==> src/rtl/mips_pkg.sv <==
// Shared MIPS decode constants and the operand-B source classification
// used by the operand fetch stage.
package mips_pkg;

    // Primary opcodes (ins[31:26])
    localparam logic [5:0] OPC_RTYPE = 6'd0;
    localparam logic [5:0] OPC_BEQ   = 6'd4;
    localparam logic [5:0] OPC_BNE   = 6'd5;
    localparam logic [5:0] OPC_ADDI  = 6'd8;
    localparam logic [5:0] OPC_ADDIU = 6'd9;
    localparam logic [5:0] OPC_SLTI  = 6'd10;
    localparam logic [5:0] OPC_SLTIU = 6'd11;
    localparam logic [5:0] OPC_ANDI  = 6'd12;
    localparam logic [5:0] OPC_ORI   = 6'd13;
    localparam logic [5:0] OPC_XORI  = 6'd14;
    localparam logic [5:0] OPC_LW    = 6'd35;
    localparam logic [5:0] OPC_SW    = 6'd43;

    // R-type function codes (ins[5:0])
    localparam logic [5:0] FN_SLL  = 6'h00;
    localparam logic [5:0] FN_SRL  = 6'h02;
    localparam logic [5:0] FN_SRA  = 6'h03;
    localparam logic [5:0] FN_SLLV = 6'h04;
    localparam logic [5:0] FN_SRLV = 6'h06;
    localparam logic [5:0] FN_SRAV = 6'h07;
    localparam logic [5:0] FN_ADD  = 6'h20;
    localparam logic [5:0] FN_ADDU = 6'h21;
    localparam logic [5:0] FN_SUB  = 6'h22;
    localparam logic [5:0] FN_SUBU = 6'h23;
    localparam logic [5:0] FN_AND  = 6'h24;
    localparam logic [5:0] FN_OR   = 6'h25;
    localparam logic [5:0] FN_XOR  = 6'h26;
    localparam logic [5:0] FN_NOR  = 6'h27;
    localparam logic [5:0] FN_SLT  = 6'h2A;
    localparam logic [5:0] FN_SLTU = 6'h2B;

    // Where the second source operand comes from
    typedef enum logic [1:0] {
        REG  = 2'd0,  // GPR[rt]
        SEXT = 2'd1,  // sign-extended imm16
        ZEXT = 2'd2,  // zero-extended imm16
        NONE = 2'd3   // unsupported opcode: both operands forced to zero
    } src2_kind_e;

    // Classify an opcode by its second-operand source
    function automatic src2_kind_e src2_kind(input logic [5:0] opc);
        src2_kind_e k;
        case (opc)
            OPC_RTYPE, OPC_BEQ, OPC_BNE:                    k = REG;
            OPC_ADDI, OPC_ADDIU, OPC_SLTI, OPC_SLTIU,
            OPC_LW, OPC_SW:                                 k = SEXT;
            OPC_ANDI, OPC_ORI, OPC_XORI:                    k = ZEXT;
            default:                                        k = NONE;
        endcase
        return k;
    endfunction

endpackage

==> src/rtl/mips_regfile.sv <==
// 32x32 general register file: two combinational read ports, one
// synchronous write port, register 0 hardwired to zero.
module mips_regfile
    import mips_pkg::*;
(
    input  logic        clk,
    input  logic        rst,
    input  logic [4:0]  ra_addr,
    output logic [31:0] ra_data,
    input  logic [4:0]  rb_addr,
    output logic [31:0] rb_data,
    input  logic        we,
    input  logic [4:0]  wa,
    input  logic [31:0] wd
);

    logic [31:0] regs [32];

    // Clear everything on reset; otherwise write any register except $0
    always_ff @(posedge clk) begin
        if (rst) begin
            for (int i = 0; i < 32; i++) begin
                regs[i] <= '0;
            end
        end else if (we && (wa != 5'd0)) begin
            regs[wa] <= wd;
        end
    end

    // $0 reads as zero regardless of array contents
    assign ra_data = (ra_addr == 5'd0) ? 32'd0 : regs[ra_addr];
    assign rb_data = (rb_addr == 5'd0) ? 32'd0 : regs[rb_addr];

endmodule

==> src/rtl/mips_operand_fetch.sv <==
// MIPS operand fetch stage: decodes the source operands of an instruction,
// reads the register file and registers a {ins, regA, regB} bundle for the
// ALU behind a one-deep valid/ready output register.
//
// Handshake: a transfer happens on a rising edge where valid && ready are
// both high; valid never depends on ready, and an offered bundle stays
// stable until it is taken.
//
// Build option: define OPFETCH_WB_BYPASS_EN to forward a same-cycle
// write-back into the captured operands instead of stalling the input.
module mips_operand_fetch
    import mips_pkg::*;
(
    input  logic        clk,
    input  logic        rst,
    input  logic        in_valid,
    input  logic [31:0] in_ins,
    output logic        in_ready,
    input  logic        wb_en,
    input  logic [4:0]  wb_addr,
    input  logic [31:0] wb_data,
    output logic        out_valid,
    input  logic        out_ready,
    output logic [31:0] out_ins,
    output logic [31:0] out_regA,
    output logic [31:0] out_regB,
    output logic [31:0] issue_cnt
);

    logic [4:0]  rs;
    logic [4:0]  rt;
    src2_kind_e  kind;
    logic [31:0] rf_a;
    logic [31:0] rf_b;
    logic [31:0] rs_val;
    logic [31:0] rt_val;
    logic [31:0] src1;
    logic [31:0] src2;
    logic [31:0] opa;
    logic [31:0] opb;
    logic        wb_live;
    logic        hit_rs;
    logic        hit_rt;
    logic        stall;
    logic        accept;
    logic        fire;

    assign rs   = in_ins[25:21];
    assign rt   = in_ins[20:16];
    assign kind = src2_kind(in_ins[31:26]);

    mips_regfile u_regfile (
        .clk     (clk),
        .rst     (rst),
        .ra_addr (rs),
        .ra_data (rf_a),
        .rb_addr (rt),
        .rb_data (rf_b),
        .we      (wb_en),
        .wa      (wb_addr),
        .wd      (wb_data)
    );

    // A write this cycle collides with a source the instruction actually reads
    assign wb_live = wb_en && (wb_addr != 5'd0);
    assign hit_rs  = wb_live && (wb_addr == rs);
    assign hit_rt  = wb_live && (kind == REG) && (wb_addr == rt);

`ifdef OPFETCH_WB_BYPASS_EN
    assign stall  = 1'b0;
    assign rs_val = hit_rs ? wb_data : rf_a;
    assign rt_val = hit_rt ? wb_data : rf_b;
`else
    // Hold the instruction off one cycle so it reads the committed value
    assign stall  = hit_rs || hit_rt;
    assign rs_val = rf_a;
    assign rt_val = rf_b;
`endif

    // Select the second source by opcode class; unsupported opcodes read zeros
    always_comb begin
        src1 = rs_val;
        src2 = rt_val;
        case (kind)
            SEXT: src2 = {{16{in_ins[15]}}, in_ins[15:0]};
            ZEXT: src2 = {16'd0, in_ins[15:0]};
            NONE: begin
                src1 = '0;
                src2 = '0;
            end
            default: ;
        endcase
    end

    // ALU port contract: operands swap whenever the rs field is nonzero
    assign opa = (rs == 5'd0) ? src1 : src2;
    assign opb = (rs == 5'd0) ? src2 : src1;

    assign in_ready = !rst && (!out_valid || out_ready) && !stall;
    assign accept   = in_valid && in_ready;
    assign fire     = out_valid && out_ready;

    // Output bundle register and handshake counter
    always_ff @(posedge clk) begin
        if (rst) begin
            out_valid <= 1'b0;
            out_ins   <= '0;
            out_regA  <= '0;
            out_regB  <= '0;
            issue_cnt <= '0;
        end else begin
            if (fire) begin
                issue_cnt <= issue_cnt + 32'd1;
            end
            if (accept) begin
                out_valid <= 1'b1;
                out_ins   <= in_ins;
                out_regA  <= opa;
                out_regB  <= opb;
            end else if (fire) begin
                out_valid <= 1'b0;
            end
        end
    end

endmodule

==> config.mk <==
export PLATFORM = sky130hd
export DESIGN_NAME = mips_operand_fetch
export DESIGN_NICKNAME = d
export VERILOG_FILES = /design/src/rtl/mips_pkg.sv /design/src/rtl/mips_regfile.sv /design/src/rtl/mips_operand_fetch.sv
export SDC_FILE = /design/constraint.sdc
export NUM_CORES = 2
export LEC_CHECK = 0
export ABC_CLOCK_PERIOD_IN_PS = 2860
export BUFFER_PORTS_ARGS = -buffer_cell sky130_fd_sc_hd__buf_4
export CAP_MARGIN = 20
export CORE_MARGIN = 2
export CORE_UTILIZATION = 55
export DETAILED_ROUTE_END_ITERATION = 6
export PLACE_DENSITY_LB_ADDON = 0.15
export RECOVER_POWER = 50
export SYNTH_ARGS = -nofsm -noshare
export SYNTH_HDL_FRONTEND = slang
export SYNTH_SLANG_ARGS = --single-unit
==> constraint.sdc <==
create_clock -name clk -period 2.86 [get_ports clk]
set_clock_uncertainty 0.2 [all_clocks]
set_input_delay 0.143 -clock clk [delete_from_list [all_inputs] [get_ports clk]]
set_output_delay 0.143 -clock clk [all_outputs]
set_load 0.05 [all_outputs]
# Word level (Yosys, flattened, before mapping)
# Memory sizes are Yosys's and may differ from the RTL's.
# Cells that the tools add are included.
# word_totals
reg_bits	129
latchBits	0
mem_bits_rw	1024
romBits	0
in_bits	74
wordCells	63
memories	1
# op_classes
add_sub_neg	1
mul	0
div	0
magnitude_cmp	0
eq_ne	16
shifts	0
mux	17
n_bitwise	0
reduce_logical	23
# mem_list
name	words	word_bits	read_ports	rd_clocked_by_memory_dff	wr	line_no	source
u_regfile.regs	32	32	2	0	32	mips_regfile.sv:17	logic [31:0] regs [32];
# op_table
cell	count
two-way mux 32 bit	6
case mux 32 bit (3 select lines)	1
== test 6 x 4 -> 1 bit, second input constant	7
adder 32 x 1 -> 32 bit, second input constant	1
OR reduction 32 bit	1
== test 6 x 3 -> 1 bit, second input constant	2
== test 6 bit, second input constant	2
== test 5 bit	2
zero test 5 bit	2
logical AND 1 bit	8
two-way mux 1 bit	8
zero test 6 bit	1
case mux 2 bit (3 select lines)	1
OR reduction 3 bit	2
OR reduction 6 bit	1
two-way mux 5 bit	1
nonzero test 5 bit	1
== test 2 bit, second input constant	2
zero test 1 bit	3
== test 2 x 1 -> 1 bit, second input constant	1
zero test 2 bit	1
logical OR 1 bit	2
nonzero test 2 bit	1

# Logic depth before layout (Yosys ltp)
# logic_depth
ltp_word	11
ltp_mapped	12

# Modules after synthesis
# From an unflattened synthesis, not the netlist that was laid out.
# hier_totals
hier_cells	4298
hier_area_um2	60606.9
# modules_own_cells
mod	instances	cells_each	area_each_um2	seq_area_each_um2
mips_regfile	1	3502	54253.3	30749.5
mips_operand_fetch	1	796	6353.6	2582.5

# Worst setup path after synthesis
# Ideal clock, no wire load.
# synth_path
path_type	reg2reg
startpoint	register issue_cnt[7]
endpoint	register issue_cnt[29]
setup_ps	70
t_arrival_ps	2351
setup_slack_ps	239
stages_incl_launch_ff	7
path_buffers	0
period_less_slack_ps	2621
path_cell_list	dfxtp_1 > and4_1 > nand4_1 > nor3_1 > nand2_1 > or3_1 > a21oi_1
# synth_between
elab_chain_cells	1
# synth_lines
element	line_no	source
from (decl)	mips_operand_fetch.sv:27	output logic [31:0] issue_cnt
from (signal assigned)	mips_operand_fetch.sv:113	issue_cnt <= issue_cnt + 32'd1;
adder 32 x 1 -> 32 bit	mips_operand_fetch.sv:113	
# Every way passes these cells.
# A chain may end at the register's enable or synchronous reset.

# Final worst setup path
# layout_path
startpoint	input in_ins[31]
endpoint	output in_ready
# layout_between
elab_chain_cells	9
elab_cells_between_ends	22
# layout_lines
element	line_no	source
from (decl)	mips_operand_fetch.sv:17	input logic [31:0] in_ins,
== test 6 x 4 -> 1 bit, or another cell as far along	mips_pkg.sv:48	case (opc)
OR reduction 6 bit or OR reduction 3 bit (tied branches)	mips_pkg.sv:48	
case mux 2 bit (3 select lines) *	mips_pkg.sv:48	
zero test 2 bit *	mips_operand_fetch.sv:67	assign hit_rt = wb_live && (kind == REG) && (wb_addr == rt);
logical AND 1 bit * (2 in series)	mips_operand_fetch.sv:67	
logical OR 1 bit *	mips_operand_fetch.sv:75	assign stall = hit_rs || hit_rt;
zero test 1 bit *	mips_operand_fetch.sv:99	assign in_ready = !rst && (!out_valid || out_ready) && !stall;
logical AND 1 bit *	mips_operand_fetch.sv:99	
to (decl)	mips_operand_fetch.sv:18	output logic in_ready,
# Every way passes the cells marked *; elsewhere a longest branch is shown, timed or not.

==> metrics <==
Setup crit end kind output port; Pleak 25.6 nW; Layout area overhead 17.1%; WP data required 2520 ps; Async S/R FF share, synth 0; vias in the first global route 41.3k; Setup crit start kind input pin; Top FF cell, synth edfxtp_1; Area contributors post-synth edfxtp_1, mux4_2, and2_1, mux2i_1, dfxtp_1; RSZ-0062 raised after global routing true; most frequent cell after synthesis edfxtp_1; DRT Pass-1 Iters 5; Worst Tran Pin Value 1040 ps; layout cells sized above 1 0.260; I/O Pins 204; DRT iter0 DRCs 6258; routed vias/inst 6.86; pre-CTS setup slack -63.2 ps; min-delay worst type in -> reg; CTS tree yes; GRT overflow 0; Routed Wire Length 212 mm; fin nets 4747; period utilization 0.989; tightest hold margin -17.4 ps; CTS H-tree lvls 3; Post-synth EDFFs 1024; Residual DRC 0; critical path class in -> out; FF-to-FF Start u_regfile.regs[31][3]$_SDFFCE_PN0P_; via count 42.4k; leading area contributor after synthesis edfxtp_1; final worst slack 30.5 ps; fmax 353 MHz; share of the synthesized area in the top cell type 0.515; endpoints failing setup 0; Worst Path Max Fanout 6; Clock Latency Late Sink 730 ps; sequential share of the synthesized area 0.558; fin crit period 2830 ps; placed insts 5858; PortBufs 203; Yosys warnings 0; Worst VDD drop 0.628 mV; Final GP Congestion 0.942; largest net degree at the start of global routing 164; Root Buffer clkbuf_16; Hold Crit Start in_ins[22]; clk slew on worst S/H paths 60 ps; Die Span Y 334 um; Cell Area, Synth 59700 um2; Bufs on Longest Clock Path 3; #FFs+latches synth 1153; CP Launch Point in_ins[31]; pins over their slew limit 0; placed wire-length estimate 132 mm; fin cells 6184; Post-DRT Antenna Nets 0; first-pass GRT wire length 300 mm; PD cells 585 nW/um2; die width 334 um; average wire per standard cell 34.3 um; Avg Cell Area, Syn 13.8 um2; Num CTS Buffers 120; Hold Fails Final Rpt 1; status finished, violations left; failing checks hold timing; Arr. time, crit path 2490 ps; antenna violations before repair 12; site row count 120; Yosys cell types 62; Total GRT Usage 0.379; Initial Util 0.556; Core Area 107000 um2; Synth Instances 4322; die area 111000 um2; CTS Sinks 1153; Post-synth top cells edfxtp_1, and2_1, mux4_2, mux2i_1, clkbuf_1; max cap viols 0; Rel. slew slack 0.304
cell usage in the layout, fill, tap and decap left out, types with 32 or more instances in the layout:
cell type      count
edfxtp_1        1024
and2_1           994
buf_4            472
mux4_2           378
mux2i_1          339
dfxtp_1          129
clkbuf_16        128
nand2_1          127
o22ai_1          115
nor2_1            98
dlygate4sd3_1     89
a22oi_1           80
a21oi_1           68
buf_12            64
a22o_1            56
mux2_2            44
nor3_1            43
nor2_4            33
or2_2             33
conb_1            32
per-layer routing:
metal  wire length (um)  global-route usage
met5                 58                   0
met4               9240               0.151
met3              31300               0.121
met2              94600               0.574
met1              76700               0.512
path summary, 6_finish.rpt:
kind / to / slack, ps / depth (start not counted)
hold reg to reg: out_ins[6]$_SDFFE_PP0P_ / 260 / 2
hold / removal: out_ins[22]$_SDFFE_PP0P_ / -20 / 5
setup reg to reg: out_regB[3]$_SDFFE_PP0P_ / 100 / 6
setup / recovery: in_ready / 30 / 11
stage by stage:
stage | hold slack [ps] | cell area, um2 | setup TNS [ps] | util | total power, mW
5_1_grt | 30.0 | 69900 | -26.2 | 0.651 | 41.8
3_5_place_dp | 214 | 65000 | -120 | 0.605 | 25.2
4_1_cts | 2.98 | 69800 | 0 | 0.651 | 40.8
6_report | -17.4 | 69900 | 0 | 0.651 | 40.9
2_1_floorplan | 79.0 | 59900 | 0 | - | 22.9
3_3_place_gp | 219 | 65000 | -3290 | 0.605 | 25.1
power by group:
group	internal, mW	leakage (nW)	switching (mW)
clock network	9.09	1.95	6.71
registers	19.2	10.8	0.543
logic	2.21	12.8	3.14
area by class of cell:
class	instances	area [um2]
flip-flops and latches	1153	33300
repair buffers	636	5860
inverters	5	18.8
well taps	1403	1760
multi-input cells	2756	25000
diodes	3	7.51
clock inverters	62	509
clock buffers	166	3450
fillers	7671	37400
cells by family after synthesis:
group,synth area share
AOI/OAI and AO/OA,0.0575
other,0.0000628
DFF,0.558
adders and majority gates,0.000209
and+or+nand+nor,0.140
buffers and inverters,0.0316
muxes,0.208
xor gates and xnor gates,0.00469
sequential cells by signal, summed over array words and instances, names as in the netlist:
register,count
out_valid,1
u_regfile.regs,1024
issue_cnt,32
out_ins,32
out_regA,32
out_regB,32
worst max-delay path, cell delays in order:
cell,delay [ps]
dlygate4sd3_1,540
buf_4,170
nor2_1,140
nor4b_2,220
buf_4,230
nand4_1,170
a21oi_4,250
buf_4,170
buf_4,120
nor3_1,70
buf_4,250
what timing repair did:
item                                    4_1_cts  5_1_grt
endpoints found under the setup margin        0       23
buffers inserted                              0        5
endpoints found under the hold margin      1138        0
gates resized for setup                       0        6
hold buffers                                 89        0
Power figures use the tool's default switching activity.
